--- src/rtl/pipe_ctrl_pkg.sv ---
// pipe_ctrl_pkg: shared state encoding and constants for the pipeline controller
package pipe_ctrl_pkg;
    typedef enum logic [1:0] {RUN, MEM_WAIT, DRAIN, HALTED} state_t;
    localparam logic [4:0] REG_ZERO = 5'd0;
    localparam int DRAIN_CYCLES_DEF = 3;
endpackage

--- src/rtl/load_use_detect.sv ---
// load_use_detect: flags an ID instruction that reads the register a load in EX is still fetching
module load_use_detect
    import pipe_ctrl_pkg::*;
(
    input  logic       ID_EX_MemRd,
    input  logic [4:0] ID_EX_Rt,
    input  logic [4:0] IF_ID_Rs,
    input  logic [4:0] IF_ID_Rt,
    input  logic       IF_ID_UsesRt,
    output logic       lu
);
    assign lu = ID_EX_MemRd && ID_EX_Rt != REG_ZERO &&
                (ID_EX_Rt == IF_ID_Rs || (IF_ID_UsesRt && ID_EX_Rt == IF_ID_Rt));
endmodule

--- src/rtl/pipeline_ctrl.sv ---
// pipeline_ctrl: stall/flush/freeze/halt controller; PIPE_STALL_STATS_EN adds stall_cnt and flush_cnt
module pipeline_ctrl
    import pipe_ctrl_pkg::*;
#(
    parameter int DRAIN_CYCLES = DRAIN_CYCLES_DEF
) (
    input  logic        clk,
    input  logic        rst,
    input  logic        ID_EX_MemRd,
    input  logic [4:0]  ID_EX_Rt,
    input  logic [4:0]  IF_ID_Rs,
    input  logic [4:0]  IF_ID_Rt,
    input  logic        IF_ID_UsesRt,
    input  logic        branch_taken,
    input  logic        dmem_req,
    input  logic        dmem_ack,
    input  logic        halt,
    output logic        pc_we,
    output logic        if_id_we,
    output logic        if_id_flush,
    output logic        id_ex_bubble,
    output logic        ex_mem_we,
`ifdef PIPE_STALL_STATS_EN
    output logic [31:0] stall_cnt,
    output logic [31:0] flush_cnt,
`endif
    output logic        halted
);
    state_t      state;
    logic [31:0] cnt;
    logic        lu, mw, freeze;

    load_use_detect u_lu (
        .ID_EX_MemRd (ID_EX_MemRd),
        .ID_EX_Rt    (ID_EX_Rt),
        .IF_ID_Rs    (IF_ID_Rs),
        .IF_ID_Rt    (IF_ID_Rt),
        .IF_ID_UsesRt(IF_ID_UsesRt),
        .lu          (lu)
    );

    assign mw     = dmem_req && !dmem_ack;
    assign freeze = (state == MEM_WAIT) ? !dmem_ack : mw;

    // enables and squash controls, by priority: reset, halted, freeze, drain, branch, load-use
    always_comb begin
        pc_we        = 1'b1;
        if_id_we     = 1'b1;
        ex_mem_we    = 1'b1;
        if_id_flush  = 1'b0;
        id_ex_bubble = 1'b0;
        halted       = 1'b0;
        if (rst || state == HALTED || freeze) begin
            pc_we     = 1'b0;
            if_id_we  = 1'b0;
            ex_mem_we = 1'b0;
            halted    = !rst && state == HALTED;
        end else if (state == DRAIN) begin
            pc_we       = 1'b0;
            if_id_flush = 1'b1;
        end else if (branch_taken) begin
            if_id_flush  = 1'b1;
            id_ex_bubble = 1'b1;
        end else if (lu) begin
            pc_we        = 1'b0;
            if_id_we     = 1'b0;
            id_ex_bubble = 1'b1;
        end
    end

    // state transitions and drain countdown; a halt only starts draining from an otherwise quiet RUN cycle
    always_ff @(posedge clk) begin
        if (rst) begin
            state <= RUN;
            cnt   <= '0;
        end else if (state == RUN) begin
            if (mw)
                state <= MEM_WAIT;
            else if (!branch_taken && !lu && halt) begin
                state <= DRAIN;
                cnt   <= 32'(DRAIN_CYCLES - 1);
            end
        end else if (state == MEM_WAIT) begin
            if (dmem_ack)
                state <= RUN;
        end else if (state == DRAIN && !mw) begin
            if (cnt == '0)
                state <= HALTED;
            else
                cnt <= cnt - 32'd1;
        end
    end

`ifdef PIPE_STALL_STATS_EN
    logic active;
    assign active = state == RUN || state == MEM_WAIT;

    // stall and flush statistics, counted only while the pipeline is live
    always_ff @(posedge clk) begin
        if (rst) begin
            stall_cnt <= '0;
            flush_cnt <= '0;
        end else begin
            if (active && !pc_we)
                stall_cnt <= stall_cnt + 32'd1;
            if (active && if_id_flush)
                flush_cnt <= flush_cnt + 32'd1;
        end
    end
`endif
endmodule

--- config.mk ---
export PLATFORM = sky130hd
export DESIGN_NAME = pipeline_ctrl
export DESIGN_NICKNAME = d
export VERILOG_FILES = /design/src/rtl/pipe_ctrl_pkg.sv /design/src/rtl/load_use_detect.sv /design/src/rtl/pipeline_ctrl.sv
export SDC_FILE = /design/constraint.sdc
export NUM_CORES = 1
export LEC_CHECK = 0
export BUFFER_PORTS_ARGS = -buffer_cell sky130_fd_sc_hd__buf_4
export CAP_MARGIN = 40
export CORE_MARGIN = 2
export CORE_UTILIZATION = 34
export CTS_CLUSTER_DIAMETER = 150
export CTS_CLUSTER_SIZE = 20
export DETAILED_ROUTE_END_ITERATION = 10
export HOLD_SLACK_MARGIN = 0.02
export PLACE_DENSITY = 0.57
export SYNTH_ARGS = -nofsm -noshare
export SYNTH_HDL_FRONTEND = slang
export SYNTH_SLANG_ARGS = --single-unit
--- constraint.sdc ---
create_clock -name clk -period 2.17 [get_ports clk]
set_input_delay 0.217 -clock clk [delete_from_list [all_inputs] [get_ports clk]]
set_output_delay 0.217 -clock clk [all_outputs]
set_load 0.02 [all_outputs]
# == Word level (Yosys, flattened, before mapping) ==
# Index checks and enable logic that the tools add are counted.
# totals
out_inout_bits,6
word_cells,67
register_bits,34
input_bits,23
# op_classes
muxes,29
n_reduce_logical,24
add_sub_neg,1
n_eq_ne,11
# ops
cell,n
two-way mux 32 bit,6
logical NOT 32 bit,1
subtractor 32 x 1 -> 32 bit (second input constant),1
two-way mux 1 bit,16
two-way mux 2 bit,7
== test 5 bit,2
logical AND 1 bit,8
inequality test 3 x 2 -> 1 bit (second input constant),2
nonzero test 3 bit,2
logical NOT 1 bit,5
AND reduction 5 bit,1
nonzero test 5 bit,1
== test 2 bit (second input constant),2
inequality test 2 x 1 -> 1 bit (second input constant),2
inequality test 2 bit (second input constant),2
AND reduction 4 bit,1
logical OR 1 bit,3
== test 2 x 1 -> 1 bit (second input constant),1
logical NOT 2 bit,1
nonzero test 2 bit,1

# == Longest topological paths before layout ==
# Gate-level depths: netlist of run 1.
# logic_depth
ltp_word,10
depth_mapped,11
depth_no_buf,8

# == By module ==
# Synthesis of run 1 repeated with hierarchy kept, for this count alone.
# unflattened
hier_cells,238
area_unflattened_um2,2029.4
# modules_own_cells
mod,area_each_um2,cells_each,instances,seq_area_each_um2
pipeline_ctrl,1896.8,221,1,680.7
load_use_detect,132.6,17,1,0.0

# == Least setup slack after synthesis of run 1 ==
# Ideal clock, no wire load.
# synth_timing
path_kind,register to register
from,reg cnt[13]
to,reg cnt[16]
arrival_ns,2.158
t_required_ns,2.037
synth_period_minus_slack_ns,2.291
path_stages_with_launch,9
path_buffers,2
slack_ns,-0.121
setup_ns,0.133
path_cell_list,dfxtp_1 > nor4_4 > nand4_4 > or4_1 > buf_6 > and3_1 > buf_6 > a31oi_1 > a21oi_1
# synth_via
elab_chain_cells,5
elab_cells_between_ends,8
classes_between,add/sub (1); eq/ne (1); mux (4); reduce/logical (2)
# synth_rtl
element,line_no,text
start: declaration,pipeline_ctrl.sv:30,logic [31:0] cnt;
start signal: assignment,pipeline_ctrl.sv:81,cnt <= 32'(DRAIN_CYCLES - 1);
start signal: assignment,pipeline_ctrl.sv:90,cnt <= cnt - 32'd1;
subtractor 32 x 1 -> 32 bit,pipeline_ctrl.sv:90,
two-way mux 32 bit,pipeline_ctrl.sv:87,if (cnt == '0)
two-way mux 32 bit,pipeline_ctrl.sv:86,end else if (state == DRAIN && !mw) begin
two-way mux 32 bit,pipeline_ctrl.sv:83,end else if (state == MEM_WAIT) begin
two-way mux 32 bit,pipeline_ctrl.sv:76,end else if (state == RUN) begin
# Several ways; a longest one is shown, not always the timed one. The select of a mux whose other input is x is not followed.
# A chain may end at the register's enable or synchronous reset.

# == Worst setup path in the final report of run 1 ==
# layout_timing
from,reg cnt[13]
to,reg cnt[18]
# The elaborated chain is that of the path after synthesis.

==> run_results.csv, run 1 <==
group,metric,value,unit
run_status,outcome,"completed",
sta,tightest_slew,451,ps
clocking,clock_latency,290,ps
sta,fmax,0.479,GHz
floorplan,pin_count,29,
floorplan,die_h,84.2,um
route,drtAntennaViolNets,0,
hold_path,worstHoldStart,"rst",
setup_path,critPathRequiredTime,2380,ps
route,routed_wl,6290,um
sta,fin_skew,5.25,ps
route,drt-initial-drc-count,174,
power_and_ir_drop,p_clk_share,14.2,%
placement,port_buffers,28,
global_routing,grt_max_degree,27,
global_routing,grt_pass1_wl,10300,um
clocking,cts-root-buf,"clkbuf_8",
clocking,cts_hold_buffers,0,
floorplan,die_area,7090,um2
final_layout,area_growth,35.8,%
sta,rsz0062_at_grt,"true",
hold_path,min_to,"cnt[24]",
setup_path,slowest_stage,"or4_4",
synth,synthFlopType,"dfxtp_1",
sta,finalCritPeriodShare,96.3,%
route,remaining_drc_errors,0,
final_layout,fin_util,47.3,%
power_and_ir_drop,power.internal,1.84,mW
clocking,clk_pin_slew,70,ps
setup_path,crit_chain,"nor4_4, nand4_4, or4_4, buf_6, nand2_8, buf_6, o21ai_2, a31oi_1",
route,dr.pass1.iters,4,
setup_path,regToRegSetupSlack,80,ps
hold_path,min_delay_path_depth,2,
final_layout,layout_commonest_cell,"buf_4",
power_and_ir_drop,power_leakage,1.16,nW
setup_path,critPathLaunchType,"register",
sta,timing.hold.ws,235,ps
setup_path,critical_path.most_common_cell,"buf_6",
flow_run,max_cap_viol_count,0,
route,wl_per_cell,15.0,um
setup_path,r2r_cells,8,
setup_path,critPathMaxStageDelay,530,ps
synth,synth_enable_flop_cells,0,
final_layout,layout_common_cells,"buf_4 (65), dfxtp_1 (31), nor2_1 (26), nand2_1 (21), a21oi_1 (20)",
hold_path,hold_path.class,"primary input to register",
final_layout,insertedDiodeCount,0,
floorplan,core.rowCount,29,
global_routing,gr-total-overflow,0,
final_layout,drive_gt1_share,33.8,%
floorplan,die_w,84.2,um
placement,hpwlAfterDp,4520,um
synth,ys_warn_count,0,
synth,synthDistinctLibCells,55,
floorplan,core_area,6280,um2
setup_path,r2r_end,"cnt[18]",
clocking,numCtsBuffers,5,
placement,placed_area,2750,um2
power_and_ir_drop,power_frac_comb,59.1,%
power_and_ir_drop,max-vdd-ir-drop,0.487,mV
sta,finalSetupTns,0,ps
setup_path,crit_path_end_kind,"register",
sta,hold_viol,0,
global_routing,grt_pass1_vias,2150,
setup_path,critPathMaxFanout,14,
final_layout,fin_nets,368,
setup_path,critical_path_class,"register to register",
sta,fin_crit,2090,ps
power_and_ir_drop,power.switching,1.35,mW
synth,synthArstFlopShare,0,%
power_and_ir_drop,p_seq_share,26.7,%
power_and_ir_drop,power_density,1070,nW/um2
sta,maxSlewHeadroom,70.0,%
placement,gp_congestion,0.865,
placement,dp_slack,-154,ps
floorplan,start_util,34.8,%
clocking,post_cts_buffers,0,
clocking,clk_path_buf_depth,2,
synth,synthCells,274,
synth,synth_area,2190,um2
synth,synth-seq-area-share,31.1,%
final_layout,fin_area,2970,um2
sta,drv_slew,0,
sta,finalWorstSetupSlack,80.2,ps
clocking,h-tree-depth,2,
synth,synth_fp_nets,299,
setup_path,reg2reg_from,"cnt[13]",
final_layout,nFillCells,622,
global_routing,antenna_found_initial,0,
global_routing,grt_util_all_layers,17.5,%
clocking,cts_tree,"built",
route,vias,2328,
power_and_ir_drop,p_sw_share,42.4,%
setup_path,arrival,2300,ps
clocking,clkSinkCount,34,
synth,avgSynthCellArea,7.98,um2
route,vias_per_cell,5.54,
synth,ys_seq_elements,34,
sta,setup_viol,0,
[area by class of cell]
| type | count | area (um2) | share of cell area [%] |
|---|---|---|---|
| well taps | 77 | 96.3 | 3.24 |
| flip-flops and latches | 34 | 684 | 23.0 |
| repair buffers | 71 | 564 | 19.0 |
| multi-input cells | 217 | 1500 | 50.4 |
| clock buffers | 7 | 76.3 | 2.57 |
| inverters | 14 | 52.6 | 1.77 |
[registers in the layout, summed over array words and instances (netlist names)]
register,count
cnt,32
state,2
[layer usage]
| metal | routed length (um) | vias up | global-route usage, % |
|---|---|---|---|
| met4 | 96 | 0 | 5.13 |
| met5 | 0 | - | 0 |
| met2 | 2900 | 72 | 28.5 |
| met1 | 2970 | 1081 | 23.5 |
| met3 | 325 | 10 | 3.64 |
| li1 | - | 1165 | - |
[timing repair]
item	CTS	global route
setup endpoints to repair	30	29
resized for setup	4	32
pin swaps	0	11
cloned	0	1
endpoints found under the hold margin	0	0
[power groups by stage]
stage	combinational [mW]	sequential, mW	clock, mW
5_1_grt	2.06	0.862	0.492
3_3_place_gp	1.72	0.841	0
6_report	1.88	0.849	0.454
4_1_cts	1.76	0.834	0.464
3_5_place_dp	1.71	0.840	0
2_1_floorplan	0.987	0.845	0
[per-stage QoR]
| stage | cells | power, mW |
|---|---|---|
| global route | 420 | 3.41 |
| floorplan | 274 | 1.83 |
| global placement | 412 | 2.56 |
| finish | 420 | 3.19 |
| detailed placement | 412 | 2.55 |
| CTS | 419 | 3.05 |
[Yosys cell counts (4+ instances only)]
master | number | area, um2
dfxtp_1 | 34 | 681
nor2_1 | 28 | 105
a21oi_1 | 23 | 115
nand2_1 | 22 | 82.6
inv_1 | 14 | 52.6
or4_1 | 13 | 97.6
nor3_1 | 12 | 60.1
o21ai_0 | 10 | 50.1
o31ai_1 | 10 | 75.1
xor2_1 | 9 | 78.8
a31oi_1 | 6 | 37.5
o211ai_1 | 6 | 45.0
nand3_1 | 5 | 25.0
nand4_1 | 5 | 31.3
nor2b_1 | 4 | 25.0
nor4_1 | 4 | 25.0
or2_2 | 4 | 25.0
or3_1 | 4 | 25.0
[worst max-delay path by stage]
stage	start	endpoint	slack, ps	depth (start not counted)
6_report	cnt[13]	cnt[18]	80	8
5_1_grt	cnt[0]	cnt[30]	-9	10
4_1_cts	cnt[0]	cnt[17]	4	10
3_5_place_dp	cnt[28]	cnt[0]	-150	7
3_3_place_gp	cnt[28]	cnt[0]	-150	7
2_1_floorplan	cnt[2]	cnt[15]	1	6
[critical path, delay by kind of cell, from the launching register on]
kind	cells	cell delay [ps]
simple gates	4	1170
compound gates	2	210
buf+inv	2	290
flops	1	340
[kinds of logic (layout without fill, tap and decap cells)]
family	count (synthesis)	after routing	synth area share [%]
and+or+nand+nor	119	119	31.1
xor gates and xnor gates	10	10	4.00
DFF	34	34	31.1
buffers and inverters	24	92	6.46
adders and majority gates	2	2	1.14
AOI/OAI and AO/OA	85	86	26.1
Note: power is estimated with default switching activity, not from simulation.
==> run 2, diff against run 1 <==
MAX_ROUTING_LAYER = met4   (was unset)
==> run 2 against run 1 <==
Effect of this change:
- maximum frequency about the same
- critical path depth stayed put
- highest routed layer unchanged
- wire length fell by 0.13%
- total power hardly changed
- sequential power about the same
- first-iteration DRC count down 5.7%
- via count increased by 0.39%
- design area unchanged
- clock skew shrank 0.59 ps
==> run_results.csv, run 2 (same netlist as run 1, synthesis figures left out) <==
group,metric,value,unit
run_status,outcome,"completed",
setup_path,critPathMaxFanout,14,
clocking,clock_latency,290,ps
final_layout,nFillCells,622,
clocking,clk_pin_slew,70,ps
route,vias_per_cell,5.56,
route,wl_per_cell,15.0,um
clocking,clk_path_buf_depth,2,
clocking,cts_hold_buffers,0,
setup_path,critPathRequiredTime,2380,ps
floorplan,pin_count,29,
final_layout,layout_common_cells,"buf_4 (65), dfxtp_1 (31), nor2_1 (26), nand2_1 (21), a21oi_1 (20)",
route,routed_wl,6280,um
placement,dp_cells,412,
final_layout,seqCellArea,684,um2
sta,drv_slew,0,
sta,maxSlewHeadroom,69.8,%
global_routing,grt_util_all_layers,18.0,%
sta,finalCritPeriodShare,96.3,%
power_and_ir_drop,power_leakage,1.16,nW
global_routing,gr-total-overflow,0,
sta,fin_crit,2090,ps
global_routing,grt_pass1_vias,2147,
final_layout,fin_nets,368,
final_layout,largest_reg_flops,32,
floorplan,die_h,84.2,um
sta,fin_skew,4.66,ps
final_layout,layout_commonest_cell,"buf_4",
setup_path,arrival,2300,ps
floorplan,core_area,6280,um2
sta,hold_viol,0,
final_layout,insertedDiodeCount,0,
clocking,numCtsBuffers,5,
setup_path,regToRegSetupSlack,80,ps
route,drtAntennaViolNets,0,
sta,rsz0062_at_grt,"true",
sta,setup_viol,0,
floorplan,core.rowCount,29,
final_layout,fin_cells,420,
clocking,cts-root-buf,"clkbuf_8",
route,drt-initial-drc-count,164,
floorplan,die_area,7090,um2
floorplan,die_w,84.2,um
setup_path,critPathLaunchType,"register",
hold_path,hold_path.class,"primary input to register",
final_layout,multi_input_area,1500,um2
clocking,clkSinkCount,34,
route,vias,2337,
global_routing,grt_pass1_wl,10300,um
placement,hpwlAfterDp,4520,um
flow_run,max_cap_viol_count,0,
final_layout,biggestRegsByFlops,"cnt (32), state (2)",
final_layout,drive_gt1_share,33.8,%
final_layout,fin_area,2970,um2
placement,placed_area,2750,um2
floorplan,start_util,34.8,%
clocking,post_cts_buffers,0,
power_and_ir_drop,max-vdd-ir-drop,0.488,mV
clocking,cts_tree,"built",
sta,fmax,0.479,GHz
final_layout,regMostFlops,"cnt",
global_routing,grt_max_degree,27,
sta,tightest_slew,453,ps
global_routing,antenna_found_initial,0,
setup_path,crit_path_end_kind,"register",
power_and_ir_drop,power_density,1070,nW/um2
route,dr.pass1.iters,4,
clocking,h-tree-depth,2,
final_layout,area_growth,35.8,%
placement,gp_congestion,0.879,
setup_path,critical_path_class,"register to register",
placement,port_buffers,28,
route,remaining_drc_errors,0,
==> run 2: cell counts in the layout (fill, tap and decap cells not counted) <==
No cell type changed its count.
==> run 2: area by class of cell <==
| class | instances | share of cell area, % |
|---|---|---|
| Multi-Input combinational cell | 217 | 50.4 |
| Sequential cell | 34 | 23.0 |
| Timing Repair Buffer | 71 | 19.0 |
| Tap cell | 77 | 3.24 |
| Clock buffer | 7 | 2.57 |
| Inverter | 14 | 1.77 |
==> run 2: report_power, final <==
group | internal (mW) | switching (mW)
clock network | 0.221 | 0.233
registers | 0.739 | 0.111
logic | 0.876 | 1.01
total | 1.84 | 1.35
==> run 2: worst paths after layout <==
path,startpoint,end,depth (start not counted)
hold reg to reg,cnt[19],cnt[19],2
setup / recovery,cnt[13],cnt[18],8
setup reg to reg,cnt[13],cnt[18],8
hold / removal,rst,cnt[24],2
==> run 2: worst max-delay path: stages (launching register included) <==
cell,delay (ps)
dfxtp_2,340
nor4_4,350
nand4_4,160
or4_4,530
buf_6,150
nand2_8,130
buf_6,140
o21ai_2,50
a31oi_1,160
==> run 2: metal layers <==
| layer | track usage [%] | wire [um] | vias up |
|---|---|---|---|
| met1 | 23.6 | 3000 | 1093 |
| li1 | - | - | 1168 |
| met4 | 5.13 | 95 | 0 |
| met2 | 28.5 | 2930 | 66 |
| met5 | - | 0 | - |
| met3 | 3.34 | 258 | 10 |
==> run 2: what timing repair did <==
action                     in CTS  in global routing
cloned                          0                  1
gates resized for setup         4                 32
pin swaps                       0                 11
setup endpoints to repair      30                 29
==> run 2: stage by stage <==
step                      total power, mW  TNS, ps  hold slack [ps]  utilization [%]  setup slack, ps
after global placement               2.56    -2770              469             43.7             -155
after CTS                            3.05        0              229             45.4             4.10
after detailed placement             2.55    -2750              483             43.7             -154
final                                3.19        0              235             47.3             81.3
after global routing                 3.41    -17.4              238             47.3            -9.15
after floorplan                      1.83        0              447                -             1.01
